===== config.mk =====
export PLATFORM = sky130hd
export DESIGN_NAME = regfile_req_ctrl
export DESIGN_NICKNAME = d
export VERILOG_FILES = /design/src/rtl/regfile_req_ctrl.sv
export SDC_FILE = /design/constraint.sdc
export NUM_CORES = 1
export LEC_CHECK = 0
export ABC_AREA = 1
export BUFFER_PORTS_ARGS = -buffer_cell sky130_fd_sc_hd__buf_2
export CAP_MARGIN = 20
export CORE_AREA = 3 3 121 210
export DETAILED_ROUTE_END_ITERATION = 10
export DIE_AREA = 0 0 124 213
export HOLD_SLACK_MARGIN = 0.05
export PLACE_DENSITY = 0.61
export SLEW_MARGIN = 20
export SYNTH_ARGS = -nofsm -noshare
export SYNTH_HDL_FRONTEND = slang
export SYNTH_SLANG_ARGS = --single-unit

===== constraint.sdc =====
create_clock -name hclk -period 1.6 [get_ports hclk]
set_input_delay 0.4 -clock hclk [delete_from_list [all_inputs] [get_ports hclk]]
set_output_delay 0.4 -clock hclk [all_outputs]
set_load 0.01 [all_outputs]

===== src/rtl/regfile_req_ctrl.sv =====
// ---------------------------------------------------------------------------
// regfile_req_ctrl
//
// Initiator side of the register-file port, sitting between decode and
// execute. It accepts one decoded operand request at a time, stalls while a
// used source register still has a producer in flight, reads the operands
// through the regfile read ports, and presents them to execute. It also
// forwards writebacks onto the regfile write port and keeps a scoreboard of
// destinations that have been handed to execute but not yet written back.
//
// Handshakes: a transfer happens on a rising hclk edge where valid && ready
// are both high. A valid, once raised, holds together with its payload until
// that transfer; ready may change freely and does not depend on valid.
//
// Ports
//   hclk, hrstn                       clock, asynchronous active-low reset
//   id_valid / id_ready               decode request handshake (ready only in IDLE)
//   id_rs1, id_rs2, id_use_rs1/2      source addresses and use flags
//   id_rd, id_rd_wen                  destination address and write flag
//   op_valid / op_ready               operand handshake towards execute
//   op_rs1_data, op_rs2_data          operand data (0 when the source is unused)
//   op_rd, op_rd_wen                  captured destination fields
//   wb_valid / wb_ready               writeback handshake (ready always 1)
//   wb_rd, wb_data                    writeback address and data
//   reg_raddr_1/2, reg_ren_1/2        regfile read request (data 1 cycle later)
//   reg_rdata_1/2                     regfile read data
//   reg_waddr, reg_wen, reg_wdata     regfile write port
//   busy_mask                         scoreboard, bit n = rd n in flight
//   dbg_state                         current FSM state
// ---------------------------------------------------------------------------
module regfile_req_ctrl #(
    parameter int XLEN = 32,
    parameter int AW   = 5
) (
    input  logic                 hclk,
    input  logic                 hrstn,
    // decode request
    input  logic                 id_valid,
    output logic                 id_ready,
    input  logic [AW-1:0]        id_rs1,
    input  logic [AW-1:0]        id_rs2,
    input  logic                 id_use_rs1,
    input  logic                 id_use_rs2,
    input  logic [AW-1:0]        id_rd,
    input  logic                 id_rd_wen,
    // operands to execute
    output logic                 op_valid,
    input  logic                 op_ready,
    output logic [XLEN-1:0]      op_rs1_data,
    output logic [XLEN-1:0]      op_rs2_data,
    output logic [AW-1:0]        op_rd,
    output logic                 op_rd_wen,
    // writeback
    input  logic                 wb_valid,
    output logic                 wb_ready,
    input  logic [AW-1:0]        wb_rd,
    input  logic [XLEN-1:0]      wb_data,
    // regfile port
    output logic [AW-1:0]        reg_raddr_1,
    output logic [AW-1:0]        reg_raddr_2,
    output logic                 reg_ren_1,
    output logic                 reg_ren_2,
    input  logic [XLEN-1:0]      reg_rdata_1,
    input  logic [XLEN-1:0]      reg_rdata_2,
    output logic [AW-1:0]        reg_waddr,
    output logic                 reg_wen,
    output logic [XLEN-1:0]      reg_wdata,
    // status
    output logic [(1<<AW)-1:0]   busy_mask,
    output logic [2:0]           dbg_state
);

    localparam int NREG = 1 << AW;

    localparam logic [2:0] S_IDLE    = 3'd0;
    localparam logic [2:0] S_STALL   = 3'd1;
    localparam logic [2:0] S_ISSUE   = 3'd2;
    localparam logic [2:0] S_CAPTURE = 3'd3;
    localparam logic [2:0] S_VALID   = 3'd4;

    logic [2:0]       r_state;
    logic [2:0]       w_state_nxt;

    // captured request
    logic [AW-1:0]    r_rs1;
    logic [AW-1:0]    r_rs2;
    logic             r_use1;
    logic             r_use2;
    logic [AW-1:0]    r_rd;
    logic             r_rd_wen;

    logic [AW-1:0]    r_raddr_1;
    logic [AW-1:0]    r_raddr_2;
    logic [XLEN-1:0]  r_op1;
    logic [XLEN-1:0]  r_op2;

    logic [NREG-1:0]  r_busy;
    logic [NREG-1:0]  w_busy_nxt;
    logic [NREG-1:0]  w_wb_clr;
    logic [NREG-1:0]  w_op_set;
    logic [NREG-1:0]  w_busy_eff;

    logic             r_wen;
    logic [AW-1:0]    r_waddr;
    logic [XLEN-1:0]  r_wdata;

    logic             w_accept;
    logic             w_op_fire;
    logic             w_haz_in;
    logic             w_haz_cap;

    // Register 0 never needs a producer; a source reads as hazardous only if
    // it is used, non-zero and marked busy.
    function automatic logic f_hazard(
        input logic            u1,
        input logic [AW-1:0]   a1,
        input logic            u2,
        input logic [AW-1:0]   a2,
        input logic [NREG-1:0] busy
    );
        return (u1 && (a1 != '0) && busy[a1]) ||
               (u2 && (a2 != '0) && busy[a2]);
    endfunction

    assign w_accept  = (r_state == S_IDLE) && id_valid;
    assign w_op_fire = (r_state == S_VALID) && op_ready;

    always_comb begin
        w_wb_clr = '0;
        if (wb_valid) begin
            w_wb_clr[wb_rd] = 1'b1;
        end
    end

    always_comb begin
        w_op_set = '0;
        if (w_op_fire && r_rd_wen && (r_rd != '0)) begin
            w_op_set[r_rd] = 1'b1;
        end
    end

    // A writeback landing this cycle already releases its register, so the
    // stall check looks at the scoreboard with that bit removed.
    assign w_busy_eff = r_busy & ~w_wb_clr;

    always_comb begin
        // set after clear: an op issuing to the same rd as a retiring
        // writeback leaves the register busy for the new producer
        w_busy_nxt    = (r_busy & ~w_wb_clr) | w_op_set;
        w_busy_nxt[0] = 1'b0;
    end

    assign w_haz_in  = f_hazard(id_use_rs1, id_rs1, id_use_rs2, id_rs2, w_busy_eff);
    assign w_haz_cap = f_hazard(r_use1, r_rs1, r_use2, r_rs2, w_busy_eff);

    always_comb begin
        w_state_nxt = r_state;
        case (r_state)
            S_IDLE:    if (id_valid) w_state_nxt = w_haz_in ? S_STALL : S_ISSUE;
            S_STALL:   if (!w_haz_cap) w_state_nxt = S_ISSUE;
            S_ISSUE:   w_state_nxt = S_CAPTURE;
            S_CAPTURE: w_state_nxt = S_VALID;
            S_VALID:   if (op_ready) w_state_nxt = S_IDLE;
            default:   w_state_nxt = S_IDLE;
        endcase
    end

    always_ff @(posedge hclk or negedge hrstn) begin
        if (!hrstn) begin
            r_state <= S_IDLE;
        end else begin
            r_state <= w_state_nxt;
        end
    end

    always_ff @(posedge hclk or negedge hrstn) begin
        if (!hrstn) begin
            r_rs1    <= '0;
            r_rs2    <= '0;
            r_use1   <= 1'b0;
            r_use2   <= 1'b0;
            r_rd     <= '0;
            r_rd_wen <= 1'b0;
        end else if (w_accept) begin
            r_rs1    <= id_rs1;
            r_rs2    <= id_rs2;
            r_use1   <= id_use_rs1;
            r_use2   <= id_use_rs2;
            r_rd     <= id_rd;
            r_rd_wen <= id_rd_wen;
        end
    end

    // Read addresses are loaded only on entry to ISSUE and hold otherwise,
    // so the regfile address lines stay quiet while stalled.
    always_ff @(posedge hclk or negedge hrstn) begin
        if (!hrstn) begin
            r_raddr_1 <= '0;
            r_raddr_2 <= '0;
        end else if (w_state_nxt == S_ISSUE) begin
            r_raddr_1 <= (r_state == S_IDLE) ? id_rs1 : r_rs1;
            r_raddr_2 <= (r_state == S_IDLE) ? id_rs2 : r_rs2;
        end
    end

    // The regfile returns data one cycle after ren, i.e. during CAPTURE.
    always_ff @(posedge hclk or negedge hrstn) begin
        if (!hrstn) begin
            r_op1 <= '0;
            r_op2 <= '0;
        end else if (r_state == S_CAPTURE) begin
            r_op1 <= r_use1 ? reg_rdata_1 : '0;
            r_op2 <= r_use2 ? reg_rdata_2 : '0;
        end
    end

    always_ff @(posedge hclk or negedge hrstn) begin
        if (!hrstn) begin
            r_busy <= '0;
        end else begin
            r_busy <= w_busy_nxt;
        end
    end

    // Writebacks bypass the FSM entirely: one registered write per wb beat.
    always_ff @(posedge hclk or negedge hrstn) begin
        if (!hrstn) begin
            r_wen   <= 1'b0;
            r_waddr <= '0;
            r_wdata <= '0;
        end else begin
            r_wen <= wb_valid && (wb_rd != '0);
            if (wb_valid) begin
                r_waddr <= wb_rd;
                r_wdata <= wb_data;
            end
        end
    end

    assign id_ready    = (r_state == S_IDLE);
    assign op_valid    = (r_state == S_VALID);
    assign op_rs1_data = r_op1;
    assign op_rs2_data = r_op2;
    assign op_rd       = r_rd;
    assign op_rd_wen   = r_rd_wen;
    assign wb_ready    = 1'b1;
    assign reg_raddr_1 = r_raddr_1;
    assign reg_raddr_2 = r_raddr_2;
    assign reg_ren_1   = (r_state == S_ISSUE) && r_use1;
    assign reg_ren_2   = (r_state == S_ISSUE) && r_use2;
    assign reg_waddr   = r_waddr;
    assign reg_wen     = r_wen;
    assign reg_wdata   = r_wdata;
    assign busy_mask   = r_busy;
    assign dbg_state   = r_state;

endmodule


==> metrics.txt, run 1 <==
Total Wirelength 34.1 mm; cell taking the most area after synthesis dfrtp_1; minimum clock period 1870 ps; Seq/Total Area, Yosys 49.8%; YS warnings 0; Initial Util 34.3%; Antenna Nets Post-Route 0; Main synth FF type dfrtp_1; CTS clock-pin slew for the worst setup and hold paths 70 ps; via count 9059; setup TNS -3560 ps; share of flip-flops with an asynchronous set or reset 100%; Layout Skew 11.8 ps; critical path type flop to flop; R2R Path Start busy_mask[11]$_DFF_PN0_; Core ar. 24000 um2; Mapped Nets 1213; GR Overflow Total 0; initial antenna violation count 1; library cells used by synthesis 29; Fillers 2371; CP Buf/Inv Count 2; critical path launch point type flop; met1 Usage GRT 25.9%; total track usage 25.9%; area of the multi-input gates 3980 um2; row cnt 75; Die Y 213 um; Final Max Tran Viols 0; CP startpoint busy_mask[11]$_DFF_PN0_; fmax 536 MHz; Crit path top cell by count nand2_1; Area Overhead vs Synth 50.7%; CP max FO 5; PD cells 1560 nW/um2; Seq cells post-synth 164; Syn Inst Count 1089; maximum VDD drop 806 uV; PortBufs 279; RSZ-0062 raised after global routing true; Die X 124 um; GPL Wtd Cong 1.03; hold wc startpoint wb_data[21]; fin crit share 117%; top cells by count, synth nand2_1, dfrtp_1, nand3_1; DR iter-0 viols 515; post-synthesis simple-gate area fraction 33.8%; Pre-Repair DR Iteration Count 5; Mean Syn Cell Area 7.57 um2; via density per instance 4.94; Clock Sink Count 164; critical path's slowest cell dfrtp_1; clk_lat worst skew 450 ps; Synth top area share 49.8%; leakage power total 6.61 nW; share of cells above drive strength 1 38.6%; failing checks negative setup slack; GR Util met2 47.0%; most common cell in the netlist nand2_1; Crit. End Element flop; CP Data Required Time 1930 ps; post-DP HPWL 26.7 mm; IO Count 282; Clock Path Buffers 2; first-pass GRT wire length 51.0 mm; slowest cell delay on critical path 410 ps; Compound-Gate Fraction of Synth Area 10.6%; Worst path top cell family by delay simple AND/OR/NAND/NOR gates; TritonCTS Buffers 17; DP Area 11200 um2; final hold vios 0; Register Area 4110 um2; met3 usage 4.88%; largest net degree at the start of global routing 55; DRC Markers 0; largest family of logic cells by synthesized area simple AND/OR/NAND/NOR gates; Post-Synth Adder-Cell Area 0%; CTS tree yes; GR peak layer met2; number of synthesized flops with an enable pin 0; vias in the first global route 9163; # setup viols final 17; status complete, but fails checks; average wire per standard cell 18.6 um; # H-tree levels 4; Mapped Area 8240 um2; clock root buffer clkbuf_16; mux share of post-synthesis cell area 0%; Max Cap Violations 0; final worst setup slack -266 ps; crit path cell chain a21boi_1, buf_4, nand2_1, nand3_1, nand2_1, nand2_1, nand2_1, nand3_1, nand3_2, nand3_4, buf_6, nand3_2, nand2_1; Post-Synth XOR/XNOR Area 0%; Hold Crit Class input port to flop; ranking of synthesized cells by area dfrtp_1, nand2_1, nand3_1, o21ai_0, inv_1; crit path DAT 2200 ps; die area 26400 um2; nets@finish 1636; Final Cell Area 12400 um2
[cell usage in the layout, fill, tap and decap left out, types with 2 or more instances in the layout]
| cell | netlist | layout |
|---|---|---|
| buf_12 | 0 | 12 |
| nand2_4 | 1 | 14 |
| dfrtp_2 | 0 | 8 |
| buf_4 | 4 | 138 |
| o21ai_1 | 2 | 2 |
| nand3_2 | 7 | 19 |
| nor2_4 | 3 | 9 |
| clkbuf_16 | 0 | 17 |
| dfrtp_1 | 164 | 156 |
| clkbuf_8 | 0 | 2 |
| buf_2 | 7 | 265 |
| o21ai_0 | 105 | 104 |
| nor2_2 | 5 | 8 |
| nand2_2 | 9 | 19 |
| inv_1 | 54 | 48 |
| o31ai_1 | 7 | 6 |
| inv_2 | 4 | 8 |
| diode_2 | 0 | 2 |
| inv_6 | 0 | 3 |
| conb_1 | 2 | 2 |
| a21boi_0 | 6 | 4 |
| clkinv_4 | 0 | 2 |
| bufinv_16 | 0 | 3 |
| nor2_1 | 35 | 26 |
| nand3_4 | 2 | 5 |
| nand2_1 | 455 | 433 |
| a21boi_1 | 4 | 5 |
| a21oi_1 | 12 | 11 |
| inv_8 | 0 | 3 |
| o21bai_1 | 15 | 15 |
| buf_6 | 4 | 39 |
| a21boi_2 | 2 | 2 |
| nor3_4 | 1 | 2 |
| nand3_1 | 134 | 119 |
| nor3_1 | 4 | 3 |
[logic make-up after synthesis]
logic type	count (synthesis)
buffers and inverters	112
other	2
and+or+nand+nor	656
AOI/OAI and AO/OA	155
DFF	164
[routing by layer]
layer	routed length (um)	part of all wire, %
met4	2560	7.5
met1	11700	34
met2	18100	53
met3	1720	5.0
met5	0	0
[worst register-to-register path, stage by stage (launching register included)]
cell and delay (ps):
dfrtp_1 410, a21boi_1 160, buf_4 170, nand2_1 60
nand3_1 130, nand2_1 100, nand2_1 50, nand2_1 70
nand3_1 90, nand3_2 120, nand3_4 130, buf_6 170
nand3_2 60, nand2_1 50
[per-stage QoR]
| stage | hold slack (ps) | power [mW] | instances | utilization (%) | worst slack [ps] |
|---|---|---|---|---|---|
| global route | 145 | 20.7 | 1833 | 51.7 | -407 |
| CTS | 126 | 19.2 | 1831 | 51.1 | -205 |
| floorplan | 104 | 10.3 | 1089 | - | -318 |
| finish | 148 | 19.4 | 1834 | 51.7 | -266 |
| detailed placement | 267 | 14.4 | 1783 | 46.6 | -850 |
| global placement | 266 | 14.3 | 1783 | 46.6 | -878 |
[layout make-up]
type                    instances  share of cell area [%]
diodes                          2                  0.0403
clock buffers                  19                    3.65
clock inverters                12                    1.36
inverters                      58                    1.83
multi-input cells             814                    32.0
flip-flops and latches        164                    33.1
well taps                     308                    3.10
repair buffers                457                    24.9
[final timing paths]
path | slack, ps | cells past startpoint | end
worst min register to register | 470 | 2 | reg_wdata[1]$_DFFE_PN0P_
max in group asynchronous | 670 | 3 | reg_wdata[14]$_DFFE_PN0P_
worst min-delay path | 150 | 3 | reg_wdata[21]$_DFFE_PN0P_
worst max-delay path | -270 | 13 | reg_raddr_2[1]$_DFFE_PN0N_
min in group asynchronous | 370 | 2 | op_rs1_data[18]$_DFFE_PN0N_
worst max register to register | -270 | 13 | reg_raddr_2[1]$_DFFE_PN0N_
[repair_timing]
item / 4_1_cts / 5_1_grt
gates resized for setup: 90 / 42
gates cloned: 2 / 0
buffers inserted: 14 / 5
hold endpoints to repair: 15 / 0
hold buffers: 1 / 0
setup endpoints to repair: 19 / 28
pin swaps: 26 / 16
[where the power goes]
part | switching (mW) | internal, mW | leakage (nW)
logic | 5.23 | 3.62 | 4.19
clock network | 1.83 | 2.57 | 0.304
registers | 0.812 | 5.34 | 2.12
[flip-flops by register name, indices dropped and copies added, names as in the netlist]
name and cells:
r_use2 1, r_rs2 5, reg_raddr_1 5, reg_waddr 5, busy_mask 31, op_rd 5
op_rs1_data 32, op_rd_wen 1, reg_wdata 32, r_rs1 5, r_use1 1, reg_raddr_2 5
op_rs2_data 32, reg_wen 1, dbg_state 3
(Power assumes the default switching activity.)
==> run 2, diff against run 1 <==
--- a/config.mk
+++ b/config.mk
@@ -8,11 +8,11 @@
 export ABC_AREA = 1
 export BUFFER_PORTS_ARGS = -buffer_cell sky130_fd_sc_hd__buf_2
 export CAP_MARGIN = 20
-export CORE_AREA = 3 3 121 210
+export CORE_AREA = 3 3 107 186
 export DETAILED_ROUTE_END_ITERATION = 10
-export DIE_AREA = 0 0 124 213
+export DIE_AREA = 0 0 110 189
 export HOLD_SLACK_MARGIN = 0.05
-export PLACE_DENSITY = 0.61
+export PLACE_DENSITY = 0.75
 export SLEW_MARGIN = 20
 export SYNTH_ARGS = -nofsm -noshare
 export SYNTH_HDL_FRONTEND = slang
==> metrics.txt, run 2 (same netlist as run 1, synthesis figures left out) <==
share of cells above drive strength 1 38.8% (+0.20 points); Final Max Tran Viols 0 (unchanged); final core occ 64.9% (+13 points); via density per instance 5.25 (+6.2%); failing checks negative setup slack; first-pass GRT wire length 49.3 mm (-3.5%); Worst path top cell family by delay simple AND/OR/NAND/NOR gates; Hold Crit Class input port to flop; GR Overflow Total 0 (unchanged); CTS tree yes; maximum VDD drop 1140 uV (+41%); Die Y 189 um (-11%); Placed Cells incl. Taps 1697 (-4.8%); clock root buffer clkbuf_16; critical path type input port to flop; DR iter-0 viols 619 (+20%); PortBufs 279 (unchanged); crit path cell chain buf_4, nor3_4, buf_4, nand2_2, nand3_1, nand3_1, nand2_1, nand2_1, nand2_1, nand3_1, nand3_2, nand3_4, buf_6, nand3_2, nand2_2; post-DP HPWL 25.2 mm (-5.6%); met3 usage 5.22% (+0.34 points); critical path launch point type input port; fmax 531 MHz (-0.84%); Clock Path Buffers 2 (unchanged); Clock Sink Count 164 (unchanged); critical path's slowest cell nor3_4; total track usage 31.5% (+5.6 points); row cnt 66 (-12%); initial antenna violation count 2 (+1); vias in the first global route 9251 (+0.96%); final hold vios 0 (unchanged); RSZ-0062 raised after global routing true; final worst setup slack -282 ps (-15.9 ps); slowest cell delay on critical path 350 ps (-60 ps); Crit. End Element flop; GPL Wtd Cong 1.03 (+0.40%); Die X 110 um (-11%); CP Data Required Time 1920 ps (about the same); TritonCTS Buffers 17 (unchanged); Fillers 1607 (-32%); crit path DAT 2200 ps (about the same); fin cells 1751 (-4.5%); largest net degree at the start of global routing 85 (+55%); leakage power total 6.45 nW (-2.5%); PD cells 1550 nW/um2 (-0.88%); commonest cells after routing, fill and taps aside nand2_1, buf_2, dfrtp_1, buf_4, nand3_1; Core ar. 18600 um2 (-23%); CP max FO 7 (+2); fin crit share 118% (+0.99 points); Total Wirelength 32.9 mm (-3.5%); # setup viols final 18 (+1); GR Util met2 55.4% (+8.5 points); met1 Usage GRT 31.8% (+5.8 points); GR peak layer met2; CP Buf/Inv Count 3 (+1); via count 9187 (+1.4%); Antenna Nets Post-Route 0 (unchanged); Pre-Repair DR Iteration Count 5 (unchanged); Design Power 18.7 mW (-3.9%); Max Cap Violations 0 (unchanged); CTS clock-pin slew for the worst setup and hold paths 70 ps (about the same); setup TNS -3650 ps (-93.9 ps); die area 20800 um2 (-21%); # H-tree levels 4 (unchanged); DRC Markers 0 (unchanged); IO Count 282 (unchanged); minimum clock period 1880 ps (+15.9 ps); nets@finish 1624 (-0.73%); status complete, but fails checks; clk_lat worst skew 430 ps (-20 ps); commonest non-fill, non-tap cell in the layout nand2_1; Initial Util 44.4% (+10 points); average wire per standard cell 18.8 um (+1.0%); Layout Skew 9.07 ps (-2.75 ps); Min Hold Slack 161 ps (+13.0 ps); Area Overhead vs Synth 46.2%
==> run 2: cell count changes in the layout (fill, tap and decap cells not counted), moves of 5 or more <==
cell / previous run / this run
buf_6: 39 / 25
nand2_2: 19 / 29
nand2_4: 14 / 8
nand3_2: 19 / 25
a21boi_1: 5 / 10
clkinv_2: 1 / 6
dfrtp_1: 156 / 161
dfrtp_2: 8 / 3
inv_1: 48 / 43
nand2_1: 433 / 428
nand3_1: 119 / 114
==> run 2: repair_timing <==
item                       in CTS  in global routing
setup endpoints to repair      17                 41
pin swaps                      11                 30
buffers inserted               10                 12
hold buffers                    1                  0
resized for setup              68                 62
hold endpoints to repair       23                  0
==> run 2: area by class of cell <==
| cell class | count | area, um2 | share of cell area [%] |
|---|---|---|---|
| flip-flops and latches | 164 | 4110 | 34.1 |
| diodes | 2 | 5.00 | 0.0415 |
| multi-input cells | 813 | 3980 | 33.0 |
| well taps | 238 | 298 | 2.47 |
| clock buffers | 20 | 447 | 3.71 |
| repair buffers | 446 | 2920 | 24.3 |
| clock inverters | 10 | 61.3 | 0.509 |
| inverters | 58 | 230 | 1.91 |
==> run 2: tightest hold or removal path, cell delays in order <==
cell and delay [ps]:
buf_2 80, nand2_1 40, nand2_1 40
==> run 2: layer usage <==
metal,vias up,part of all wire [%]
met2,428,52
met3,136,6.2
met5,-,0
met1,4295,33
li1,4328,-
met4,0,8.6
==> run 2: through the flow <==
stage	worst slack [ps]	cell area, um2
global placement	-734	11000
CTS	-199	11800
detailed placement	-784	11000
finish	-282	12100
global route	-364	12100
floorplan	-318	8310
==> run 2: where the power goes <==
group | switching (mW) | internal, mW
Clock | 1.68 | 1.99
Combinational | 5.25 | 3.59
Sequential | 0.805 | 5.34
==> run 2: path summary, 6_finish.rpt <==
path / start / end / slack [ps] / depth (start not counted)
max: wb_rd[4] / reg_raddr_1[0]$_DFFE_PN0N_ / -280 / 15
min: id_rd[1] / op_rd[1]$_DFFE_PN0P_ / 160 / 3
max reg2reg: r_rs1[0]$_DFFE_PN0P_ / reg_raddr_1[0]$_DFFE_PN0N_ / -240 / 14
min reg2reg: reg_wdata[4]$_DFFE_PN0P_ / reg_wdata[4]$_DFFE_PN0P_ / 470 / 2
max in group asynchronous: hrstn / busy_mask[11]$_DFF_PN0_ / 600 / 3
min in group asynchronous: hrstn / op_rs1_data[23]$_DFFE_PN0N_ / 450 / 2
==> run 3, diff against run 2 <==
--- a/config.mk
+++ b/config.mk
@@ -8,11 +8,11 @@
 export ABC_AREA = 1
 export BUFFER_PORTS_ARGS = -buffer_cell sky130_fd_sc_hd__buf_2
 export CAP_MARGIN = 20
-export CORE_AREA = 3 3 107 186
+export CORE_AREA = 3 3 106 184
 export DETAILED_ROUTE_END_ITERATION = 10
-export DIE_AREA = 0 0 110 189
+export DIE_AREA = 0 0 109 187
 export HOLD_SLACK_MARGIN = 0.05
-export PLACE_DENSITY = 0.75
+export PLACE_DENSITY = 0.77
 export SLEW_MARGIN = 20
 export SYNTH_ARGS = -nofsm -noshare
 export SYNTH_HDL_FRONTEND = slang
==> metrics.txt, run 3 (same netlist as run 1, synthesis figures left out) <==
Crit. End Element flop; via density per instance 5.40 (+3.0%); switch share 40.8% (-0.66 points); DRC Markers 0 (unchanged); Switch Pwr 8.04 mW (+4.0%); fmax 531 MHz (-0.13%); Final Max Tran Viols 0 (unchanged); RSZ-0062 raised after global routing true; failing checks negative setup slack; fin crit share 118% (+0.16 points); Die X 109 um (-0.91%); commonest cells after routing, fill and taps aside nand2_1, buf_2, dfrtp_1, buf_4; GR Overflow Total 0 (unchanged); routed length on met3 2.24 mm (+9.5%); leakage power total 6.76 nW (+4.8%); PortBufs 279 (unchanged); share of cells above drive strength 1 42.3% (+3.5 points); total track usage 32.6% (+1.1 points); Clock Path Buffers 2 (unchanged); Core ar. 18100 um2 (-2.4%); R2R setup slack -250 ps (about the same); Comb pwr share 46.6% (-0.8 points); IO Count 282 (unchanged); # setup viols final 17 (-1); clock root buffer clkbuf_16; Fillers 1399 (-13%); Total Wirelength 34.4 mm (+4.4%); die area 20400 um2 (-2.0%); Post-Route M1 WL 11.1 mm (+2.2%); commonest non-fill, non-tap cell in the layout nand2_1; Max Cap Violations 0 (unchanged); PD cells 1560 nW/um2 (+0.84%); critical path launch point type input port; Layout Skew 18.7 ps (+9.65 ps); internal cell power 11.7 mW (+6.9%); Antenna Nets Post-Route 0 (unchanged); final core occ 69.7% (+4.8 points); nets@finish 1642 (+1.1%); Hold Crit Class input port to flop; final hold vios 0 (unchanged); # H-tree levels 4 (unchanged); setup TNS -3670 ps (-18.0 ps); first-pass GRT wire length 50.7 mm (+2.9%); sequential share of power 31.5% (-1.4 points); crit path DAT 2190 ps (about the same); largest net degree at the start of global routing 57 (-33%); pre-CTS setup slack -824 ps (-39.7 ps); average wire per standard cell 19.4 um (+3.5%); clk_lat worst skew 430 ps (about the same); final worst setup slack -285 ps (-2.48 ps); DR iter-0 viols 878 (+42%); top routing layer in use met4; Clock Sink Count 164 (unchanged); CTS clock-pin slew for the worst setup and hold paths 70 ps (about the same); initial antenna violation count 2 (unchanged); Pre-Repair DR Iteration Count 5 (unchanged); CP Data Required Time 1900 ps (-20 ps); Area Overhead vs Synth 53.3%; GPL Wtd Cong 1.00 (-2.6%); vias in the first global route 9578 (+3.5%); CTS tree yes; clock share of power 21.9% (+2.2 points); TritonCTS Buffers 17 (unchanged); row cnt 65 (-1.5%); maximum VDD drop 1110 uV (-2.2%); critical path type input port to flop; status complete, but fails checks; post-DP HPWL 25.4 mm (+0.46%); via count 9549 (+3.9%); routed wl met2 17.9 mm (+4.2%); CP max FO 6 (-1); Initial Util 45.5% (+1.1 points); Die Y 187 um (-1.1%); minimum clock period 1880 ps (+2.48 ps)
-- run 3: cell count changes in the layout (fill, tap and decap cells not counted), sizes merged --
cell and change:
nand2 +1, inv +4, buf +17, bufinv +3, clkinvlp -1, clkinv -4
-- run 3: layer usage --
layer,global-route usage [%],vias to the layer above
li1,-,4373
met2,58.4,540
met3,5.18,194
met4,24.3,0
met5,0,-
met1,32.6,4442
-- run 3: area by class of cell --
| class | count | area, um2 | share of cell area [%] |
|---|---|---|---|
| clock inverters | 12 | 168 | 1.33 |
| well taps | 234 | 293 | 2.32 |
| clock buffers | 20 | 457 | 3.61 |
| multi-input cells | 814 | 4270 | 33.8 |
| flip-flops and latches | 164 | 4110 | 32.5 |
| diodes | 2 | 5.00 | 0.0396 |
| repair buffers | 463 | 3090 | 24.5 |
| inverters | 58 | 235 | 1.86 |
-- run 3: critical path, stage by stage --
cell and delay, ps:
buf_6 110, buf_6 110, nand2_4 90, nor2_4 70
buf_6 120, a21boi_4 290, nor2_1 70, nor2_1 160
nand2_1 70, nand3_1 70, nand2_1 50, nand2_1 60
nand3_2 90, nand3_4 170, nand2_4 110, nand2_2 70
nand2_1 50
-- run 3: per-stage QoR --
stage               hold WS, ps  cells  power [mW]  instance area, um2
finish                      166   1767        19.7               12600
global route                176   1767        20.9               12600
CTS                         158   1754        19.1               12100
detailed placement          327   1705        14.2               11000
global placement            324   1705        14.1               11000
floorplan                   104   1089        10.3                8310
-- run 3: worst paths after layout --
kind                                                    to                      start  depth (start not counted)
worst max-delay path            reg_raddr_1[4]$_DFFE_PN0N_                   wb_rd[4]                         17
worst min-delay path                  op_rd[1]$_DFFE_PN0P_                   id_rd[1]                          3
worst max register to register  reg_raddr_1[2]$_DFFE_PN0N_       r_rs1[1]$_DFFE_PN0P_                         16
worst min register to register   reg_wdata[20]$_DFFE_PN0P_  reg_wdata[20]$_DFFE_PN0P_                          2
max in group asynchronous             r_rs2[0]$_DFFE_PN0P_                      hrstn                          3
min in group asynchronous            op_rd_wen$_DFFE_PN0P_                      hrstn                          2
-- run 3: power by group through the flow --
| stage | Clock [mW] | Sequential (mW) | Combinational (mW) |
|---|---|---|---|
| final | 4.31 | 6.22 | 9.19 |
| after global routing | 4.55 | 6.35 | 10.0 |
| after CTS | 4.38 | 6.14 | 8.54 |
| after detailed placement | 0 | 6.19 | 8.06 |
| after global placement | 0 | 6.15 | 7.95 |
| after floorplan | 0 | 6.61 | 3.66 |
-- run 3: what timing repair did --
action,4_1_cts,5_1_grt
pin swaps,28,46
resized for setup,76,132
gates cloned,1,2
endpoints found under the hold margin,31,0
buffers inserted,16,12
endpoints found under the setup margin,19,30
hold buffers,1,0
